File: src/rtl/aes_gcm_pkg.sv
// Shared GCM definitions: block phase codes, the GHASH reduction constant
// and the finalisation stage FSM encoding. Bit 0 of every 128-bit vector is
// the leftmost bit, i.e. the x^0 coefficient of the field element.
package aes_gcm_pkg;

  // Block type carried alongside every upstream block.
  localparam logic [2:0] PH_IDLE  = 3'd0;
  localparam logic [2:0] PH_AAD   = 3'd1;
  localparam logic [2:0] PH_TEXT  = 3'd2;
  localparam logic [2:0] PH_FINAL = 3'd3;

  // Reduction constant for x^128 + x^7 + x^2 + x + 1 in reflected bit order.
  localparam logic [0:127] GCM_R = {8'hE1, 120'h0};

  // Finalisation stage FSM.
  typedef enum logic {
    S_IDLE = 1'b0,
    S_MUL  = 1'b1
  } ghash_state_t;

endpackage

File: src/rtl/gf128_mul_digit.sv
// Digit-serial GF(2^128) multiplier, z = a * b. A start pulse loads the
// operands; DIGIT_BITS multiplier bits are consumed per cycle, and done is
// high in the cycle whose clock edge completes the final digit. z is only
// meaningful while done is high; it is the result of that final digit.
module gf128_mul_digit
  import aes_gcm_pkg::*;
#(
  parameter int DIGIT_BITS = 8
) (
  input  logic         clk,
  input  logic         rst_n,
  input  logic         start,
  input  logic [0:127] a,
  input  logic [0:127] b,
  output logic         done,
  output logic [0:127] z
);

  localparam int STEPS = 128 / DIGIT_BITS;
  localparam int CNT_W = (STEPS > 1) ? $clog2(STEPS) : 1;
  localparam logic [CNT_W-1:0] LAST = CNT_W'(STEPS - 1);

  logic [0:127]     z_r;
  logic [0:127]     v_r;
  logic [0:127]     a_r;
  logic [CNT_W-1:0] cnt;
  logic             busy;
  logic [0:127]     z_nxt;
  logic [0:127]     v_nxt;

  // One digit of the shift-and-add multiply; a_r[0] is the next bit to use.
  always_comb begin
    z_nxt = z_r;
    v_nxt = v_r;
    for (int j = 0; j < DIGIT_BITS; j++) begin
      if (a_r[j]) begin
        z_nxt = z_nxt ^ v_nxt;
      end
      v_nxt = {1'b0, v_nxt[0:126]} ^ (v_nxt[127] ? GCM_R : 128'h0);
    end
  end

  // Operand, partial product and digit counter registers.
  always_ff @(posedge clk or negedge rst_n) begin
    if (!rst_n) begin
      z_r  <= '0;
      v_r  <= '0;
      a_r  <= '0;
      cnt  <= '0;
      busy <= 1'b0;
    end else if (start) begin
      z_r  <= '0;
      v_r  <= b;
      a_r  <= a;
      cnt  <= '0;
      busy <= 1'b1;
    end else if (busy) begin
      z_r <= z_nxt;
      v_r <= v_nxt;
      a_r <= a_r << DIGIT_BITS;
      if (cnt == LAST) begin
        cnt  <= '0;
        busy <= 1'b0;
      end else begin
        cnt <= cnt + 1'b1;
      end
    end
  end

  assign done = busy && (cnt == LAST);
  assign z    = z_nxt;

endmodule

File: src/rtl/aes_ghash_stage.sv
// GCM finalisation stage: XORs plaintext with the keystream block, folds AAD,
// ciphertext and the length block into the GHASH accumulator X, and emits
// tag = X ^ E(K,J0) once the FINAL block has been multiplied in.
//
// Handshake: a block transfers on a rising edge where i_valid && o_ready.
// o_ready depends only on the FSM state (never on i_valid). While o_ready is
// low i_valid is ignored and upstream must hold its block; nothing is
// buffered here. o_ct_valid and o_tag_valid are single-cycle pulses with no
// back-pressure.
module aes_ghash_stage
  import aes_gcm_pkg::*;
#(
  parameter int DIGIT_BITS = 8
) (
  input  logic         clk,
  input  logic         rst_n,
  input  logic         i_valid,
  output logic         o_ready,
  input  logic [0:2]   i_phase,
  input  logic         i_new_instance,
  input  logic [0:127] i_plain_text,
  input  logic [0:127] i_aad,
  input  logic [0:127] i_h,
  input  logic [0:127] i_encrypted_j0,
  input  logic [0:127] i_encrypted_cb,
  input  logic [0:127] i_instance_size,
  output logic         o_ct_valid,
  output logic [0:127] o_cipher_text,
  output logic         o_tag_valid,
  output logic [0:127] o_tag
);

  ghash_state_t state;
  ghash_state_t state_nxt;

  logic         accept;
  logic         ghash_blk;
  logic         mul_start;
  logic         mul_done;
  logic [0:127] ct_c;
  logic [0:127] blk_b;
  logic [0:127] x_eff;
  logic [0:127] h_eff;
  logic [0:127] mul_a;
  logic [0:127] mul_z;
  logic [0:127] x_r;
  logic [0:127] h_r;
  logic [0:127] j0_r;
  logic         final_r;

  assign accept = i_valid && o_ready;
  assign ct_c   = i_plain_text ^ i_encrypted_cb;

  // GHASH operand selection by block type; other phases carry no operand.
  always_comb begin
    blk_b     = '0;
    ghash_blk = 1'b0;
    case (i_phase)
      PH_AAD:   begin blk_b = i_aad;           ghash_blk = 1'b1; end
      PH_TEXT:  begin blk_b = ct_c;            ghash_blk = 1'b1; end
      PH_FINAL: begin blk_b = i_instance_size; ghash_blk = 1'b1; end
      default:  begin blk_b = '0;              ghash_blk = 1'b0; end
    endcase
  end

  // A new instance restarts from X=0 with fresh H, effective for this block.
  assign x_eff     = i_new_instance ? '0 : x_r;
  assign h_eff     = i_new_instance ? i_h : h_r;
  assign mul_a     = x_eff ^ blk_b;
  assign mul_start = accept && ghash_blk;

  // FSM state register.
  always_ff @(posedge clk or negedge rst_n) begin
    if (!rst_n) begin
      state <= S_IDLE;
    end else begin
      state <= state_nxt;
    end
  end

  // Next state and ready; in S_IDLE ready is high, so i_valid alone means accept.
  always_comb begin
    state_nxt = state;
    o_ready   = 1'b0;
    case (state)
      S_IDLE: begin
        o_ready = 1'b1;
        if (i_valid && ghash_blk) begin
          state_nxt = S_MUL;
        end
      end
      S_MUL: begin
        if (mul_done) begin
          state_nxt = S_IDLE;
        end
      end
      default: state_nxt = S_IDLE;
    endcase
  end

  gf128_mul_digit #(
    .DIGIT_BITS(DIGIT_BITS)
  ) u_mul (
    .clk  (clk),
    .rst_n(rst_n),
    .start(mul_start),
    .a    (mul_a),
    .b    (h_eff),
    .done (mul_done),
    .z    (mul_z)
  );

  // Per-instance context: accumulator, hash subkey, E(K,J0), FINAL marker.
  always_ff @(posedge clk or negedge rst_n) begin
    if (!rst_n) begin
      x_r     <= '0;
      h_r     <= '0;
      j0_r    <= '0;
      final_r <= 1'b0;
    end else begin
      if (accept && i_new_instance) begin
        x_r  <= '0;
        h_r  <= i_h;
        j0_r <= i_encrypted_j0;
      end
      if (mul_start) begin
        final_r <= (i_phase == PH_FINAL);
      end
      if (mul_done) begin
        x_r <= mul_z;
      end
    end
  end

  // Ciphertext register and its one-cycle qualifier.
  always_ff @(posedge clk or negedge rst_n) begin
    if (!rst_n) begin
      o_ct_valid    <= 1'b0;
      o_cipher_text <= '0;
    end else begin
      o_ct_valid <= 1'b0;
      if (accept && (i_phase == PH_TEXT)) begin
        o_cipher_text <= ct_c;
        o_ct_valid    <= 1'b1;
      end
    end
  end

  // Tag register, loaded when the FINAL block's multiply completes.
  always_ff @(posedge clk or negedge rst_n) begin
    if (!rst_n) begin
      o_tag_valid <= 1'b0;
      o_tag       <= '0;
    end else begin
      o_tag_valid <= 1'b0;
      if (mul_done && final_r) begin
        o_tag       <= mul_z ^ j0_r;
        o_tag_valid <= 1'b1;
      end
    end
  end

endmodule

File: config.mk
export PLATFORM = sky130hd
export DESIGN_NAME = aes_ghash_stage
export DESIGN_NICKNAME = d
export VERILOG_FILES = /design/src/rtl/aes_gcm_pkg.sv /design/src/rtl/gf128_mul_digit.sv /design/src/rtl/aes_ghash_stage.sv
export SDC_FILE = /design/constraint.sdc
export NUM_CORES = 2
export LEC_CHECK = 0
export ABC_CLOCK_PERIOD_IN_PS = 2300
export BUFFER_PORTS_ARGS = -buffer_cell sky130_fd_sc_hd__clkbuf_2
export CORE_AREA = 10 10 390 392
export CTS_BUF_LIST = sky130_fd_sc_hd__clkbuf_4 sky130_fd_sc_hd__clkbuf_8 sky130_fd_sc_hd__clkbuf_16
export DETAILED_ROUTE_END_ITERATION = 7
export DIE_AREA = 0 0 400 402
export PLACE_DENSITY = 0.66
export SKIP_CTS_REPAIR_TIMING = 1
export SLEW_MARGIN = 20
export SYNTH_ARGS = -nofsm -noshare
export SYNTH_HDL_FRONTEND = slang
export SYNTH_SLANG_ARGS = --single-unit
File: constraint.sdc
create_clock -name clk -period 2.3 [get_ports clk]
set_clock_uncertainty 0.1 [all_clocks]
set_input_delay 0.115 -clock clk [delete_from_list [all_inputs] [get_ports clk]]
set_output_delay 0.115 -clock clk [all_outputs]
set_load 0.01 [all_outputs]
==> qor_table.md <==
| Quantity | Value |
|:---|:---|
| Clock network power share | 0.138 |
| Via-to-Cell Ratio | 5.401 |
| Starting density of the core | 0.4307 |
| Dominant combinational cell family by area after synthesis | XOR/XNOR gates |
| Worst hold slack | -0.05256 ns |
| Overall routing resource usage | 0.2763 |
| Die Area | 160800 um^2 |
| RSZ-0062 raised after global routing | true |
| Clock period minus final worst setup slack | 2.364 ns |
| Worst setup path startpoint | u_mul.a_r[2]$_DFFE_PN0P_ |
| Maximum root-to-sink buffer count | 3 |
| Relative area change from synthesis to final layout | 38.83% |
| Worst reg2reg path startpoint | u_mul.a_r[2]$_DFFE_PN0P_ |
| Worst slack, placed | -0.08915 ns |
| Worst slew pin tran | 0.8637 ns |
| Most frequent cell after synthesis | nand2_1 |
| Relative contribution of sequential cells to total power | 0.251 |
| Total internal power | 0.08241 W |
| Antenna violations before repair | 65 |
| Fraction of the mapped netlist area in adder cells | 0.0002010 |
| Placement Rows | 140 |
| Top cells by count, synth | nand2_1, xnor2_1, dfrtp_1 |
| Syn Std Cell Area | 62240 um^2 |
| Worst-case vdd ir drop | 1072 uV |
| Sequential cell area fraction in the yosys report | 0.4153 |
| Detailed-route DRC error count | 0 |
| Area of the multi-input gates | 35290 um^2 |
| Floorplan core area | 144500 um^2 |
| Die outline height | 402 um |
| CP peak stage delay | 0.58 ns |
| Crit path DAT | 2.91 ns |
| Fin. max-slew vios | 0 |
| Register area | 25890 um^2 |
| Number of enable-type register cells in the synthesized netlist | 0 |
| Final worst-path setup slack | -0.06402 ns |
| Compound-gate portion of the synthesized area | 0.1046 |
| Area fraction in and, or, nand and nor cells after synthesis | 0.1300 |
| Mean cell area of the mapped netlist | 9.302 um^2 |
| Kind of critical path | reg2reg |
| Critical path endpoint category | flop |
| Max-Slew Margin vs Limit | 0.4242 |
| Worst hold-check path type | in2reg |
| Detailed Routing Iterations Pass 1 | 8 |
| Vias in the first global route | 53200 |
| Proportion of total power due to net switching | 0.4226 |
| Largest area contributor in the synthesized netlist | dfrtp_1 |
| Placer congestion estimate | 0.9556 |
| Floorplan die width | 400 um |
| Result of the run | finished with violations |
| Proportion of netlist area held by the largest area contributor | 0.4153 |
| TritonCTS clock tree | built |
| Cell total after placement | 9628 |
| Antenna viol nets, final | 0 |
| Clock slew seen by the registers of the worst setup and hold paths | 0.07 ns |
| Maximum level of the CTS H-tree | 3 |
| Count of unique library cells instantiated by Yosys | 44 |
| Area contributors post-synth | dfrtp_1, xnor2_1, nand2_1, mux2i_1, mux2_2 |
| Number of flip-flops and latches in the synthesized netlist | 1033 |
| Critical-path cell with the highest stage delay | dfrtp_4 |
| Library cell appearing most often on the critical path | xnor2_1 |
| Detail-routed net length per standard cell | 23.83 um |
| # fillers | 11760 |
| Wire length of the first global-routing pass | 341300 um |
| Highest achievable clock rate | 423.0 MHz |
| Buffers on Ports | 1033 |
| Number of max-cap violations | 0 |
| Final count of negative-setup-slack endpoints | 31 |
| Share of power burned in combinational logic | 0.612 |
| Power density over cell area | 1652 nW/um^2 |
| Post-synthesis share of cell area spent on xor and xnor gates | 0.2030 |
| Clock Root Buffer | clkbuf_16 |
| Total I/O pin count | 1034 |
| DRT Wirelength | 254000 um |
| Largest net degree at the start of global routing | 83 |
| Clock latency of the later-clocked register in the worst-skew pair | 0.77 ns |
| Number of vias in the routed layout | 57550 |
| Post-synthesis instance total | 6691 |
| Final Util | 0.5979 |
| Async set-or-reset flop fraction in the synthesized netlist | 1.000 |
| Main synth FF type | dfrtp_1 |
| Drt initial violations | 5082 |
| Portion of netlist area occupied by mux cells | 0.1072 |
| Category of the worst setup path launch point | flop |
| List of cells traversed by the critical path | buf_12, clkbuf_16, buf_4, nand2_1, xnor2_1, xnor2_1, xnor2_1, xnor2_2, buf_4, a22o_1 |
| Non-filler instance count after layout | 10660 |
| Violated checks | hold timing, setup timing |
| CP Data Required Time | 2.85 ns |
| Period utilization | 1.028 |
| Clock tree sinks | 1033 |
| NetSw | 0.06031 W |
| Biggest fanout along the worst timing path | 9 |
| Fraction of layout cells with a size suffix above 1 | 0.2671 |
| Net Count, Synth | 7467 |
| Number of failing hold endpoints at the final stage | 5 |
| Nets | 9393 |
| Hold Crit Start | i_instance_size[14] |
| Synth Warn # | 0 |
| Global route overflow | 0 |
| Post-DP HPWL | 177000 um |
| Number of buffers created by CTS | 117 |
| Post-route setup TNS | -0.5057 ns |
| Leakage component of the power | 38.17 nW |
## sequential cells by signal, indices dropped and copies added, names as in the netlist
signal	count
o_ct_valid	1
u_mul.z_r	128
x_r	128
u_mul.v_r	128
o_tag	128
j0_r	128
u_mul.cnt	4
o_tag_valid	1
h_r	128
final_r	1
state	1
o_cipher_text	128
u_mul.busy	1
u_mul.a_r	128
## power groups by stage
stage | Sequential [W] | Combinational (W) | Clock (W)
after global placement | 0.0352 | 0.0775 | 0
after floorplan | 0.0313 | 0.0539 | 0
final | 0.0358 | 0.0873 | 0.0197
after global routing | 0.0365 | 0.0940 | 0.0206
after detailed placement | 0.0355 | 0.0792 | 0
after CTS | 0.0353 | 0.0796 | 0.0199
## cell type report
type	count	area share
sequential	1033	0.2996
inverter	9	0.0003910
timing repair buffer	2380	0.2165
antenna	31	0.0008978
clock buffer	160	0.03906
tap	1917	0.02776
multi-input combinational	5076	0.4084
clock inverter	50	0.007371
## cells in the final DEF (no fill, tap or decap), types with 12 or more instances in the layout
master	n
clkinv_2	20
xor2_2	12
mux2_2	261
nand2_2	12
mux2i_1	372
xnor2_2	151
clkbuf_2	1030
a211oi_1	125
nor2b_1	254
a21oi_1	270
clkbuf_4	25
clkbuf_16	130
nand2b_1	18
buf_12	88
a22oi_1	119
dlygate4sd3_1	737
diode_2	31
clkbuf_8	18
o21ai_1	58
dfrtp_1	1021
xor2_1	251
nand2_1	1378
buf_4	479
o21ai_0	330
nor2_1	265
xnor2_1	994
buf_6	22
a22o_1	123
## worst max-delay path, delay by kind of cell (launching register included)
family,cells,cell delay [ns]
and+or+nand+nor,1,0.07
xor gates and xnor gates,4,0.66
DFF,1,0.58
buffers and inverters,4,0.64
AOI/OAI and AO/OA,1,0.17
## path summary, 6_finish.rpt
check,endpoint,slack (ns),depth (start not counted)
max in group asynchronous,u_mul.z_r[99]$_DFFE_PN0P_,1.30,3
worst min-delay path,u_mul.a_r[14]$_DFFE_PN0P_,-0.05,7
min in group asynchronous,h_r[121]$_DFFE_PN0P_,0.23,3
worst max register to register,x_r[83]$_DFFE_PN0P_,-0.06,10
worst max-delay path,x_r[83]$_DFFE_PN0P_,-0.06,10
worst min register to register,x_r[6]$_DFFE_PN0P_,0.38,2
## layer usage
metal	global-route usage	vias to the layer above	wire length (um)
li1	-	25870	-
met1	0.3363	28140	97610
met2	0.4592	2753	121300
met3	0.07234	755	20410
met4	0.1183	36	14420
met5	0	-	223
## logic make-up after synthesis
kind of cell             Yosys count
buffers and inverters            582
AO/OA/AOI/OAI                   1063
flip-flops                      1033
multiplexers                     634
adder cells (fa/ha/maj)            1
XOR/XNOR                        1421
AND/OR/NAND/NOR                 1957
## metrics by stage
step / cell area (um^2) / hold WS [ns] / power (W)
CTS: 76830 / -0.7547 / 0.1348
global placement: 72820 / 0.07789 / 0.1127
finish: 86400 / -0.05256 / 0.1427
detailed placement: 72820 / 0.08392 / 0.1147
global route: 86380 / 0.0004551 / 0.1511
floorplan: 62240 / -0.2806 / 0.08526
Note: power is estimated with default switching activity, not from simulation.
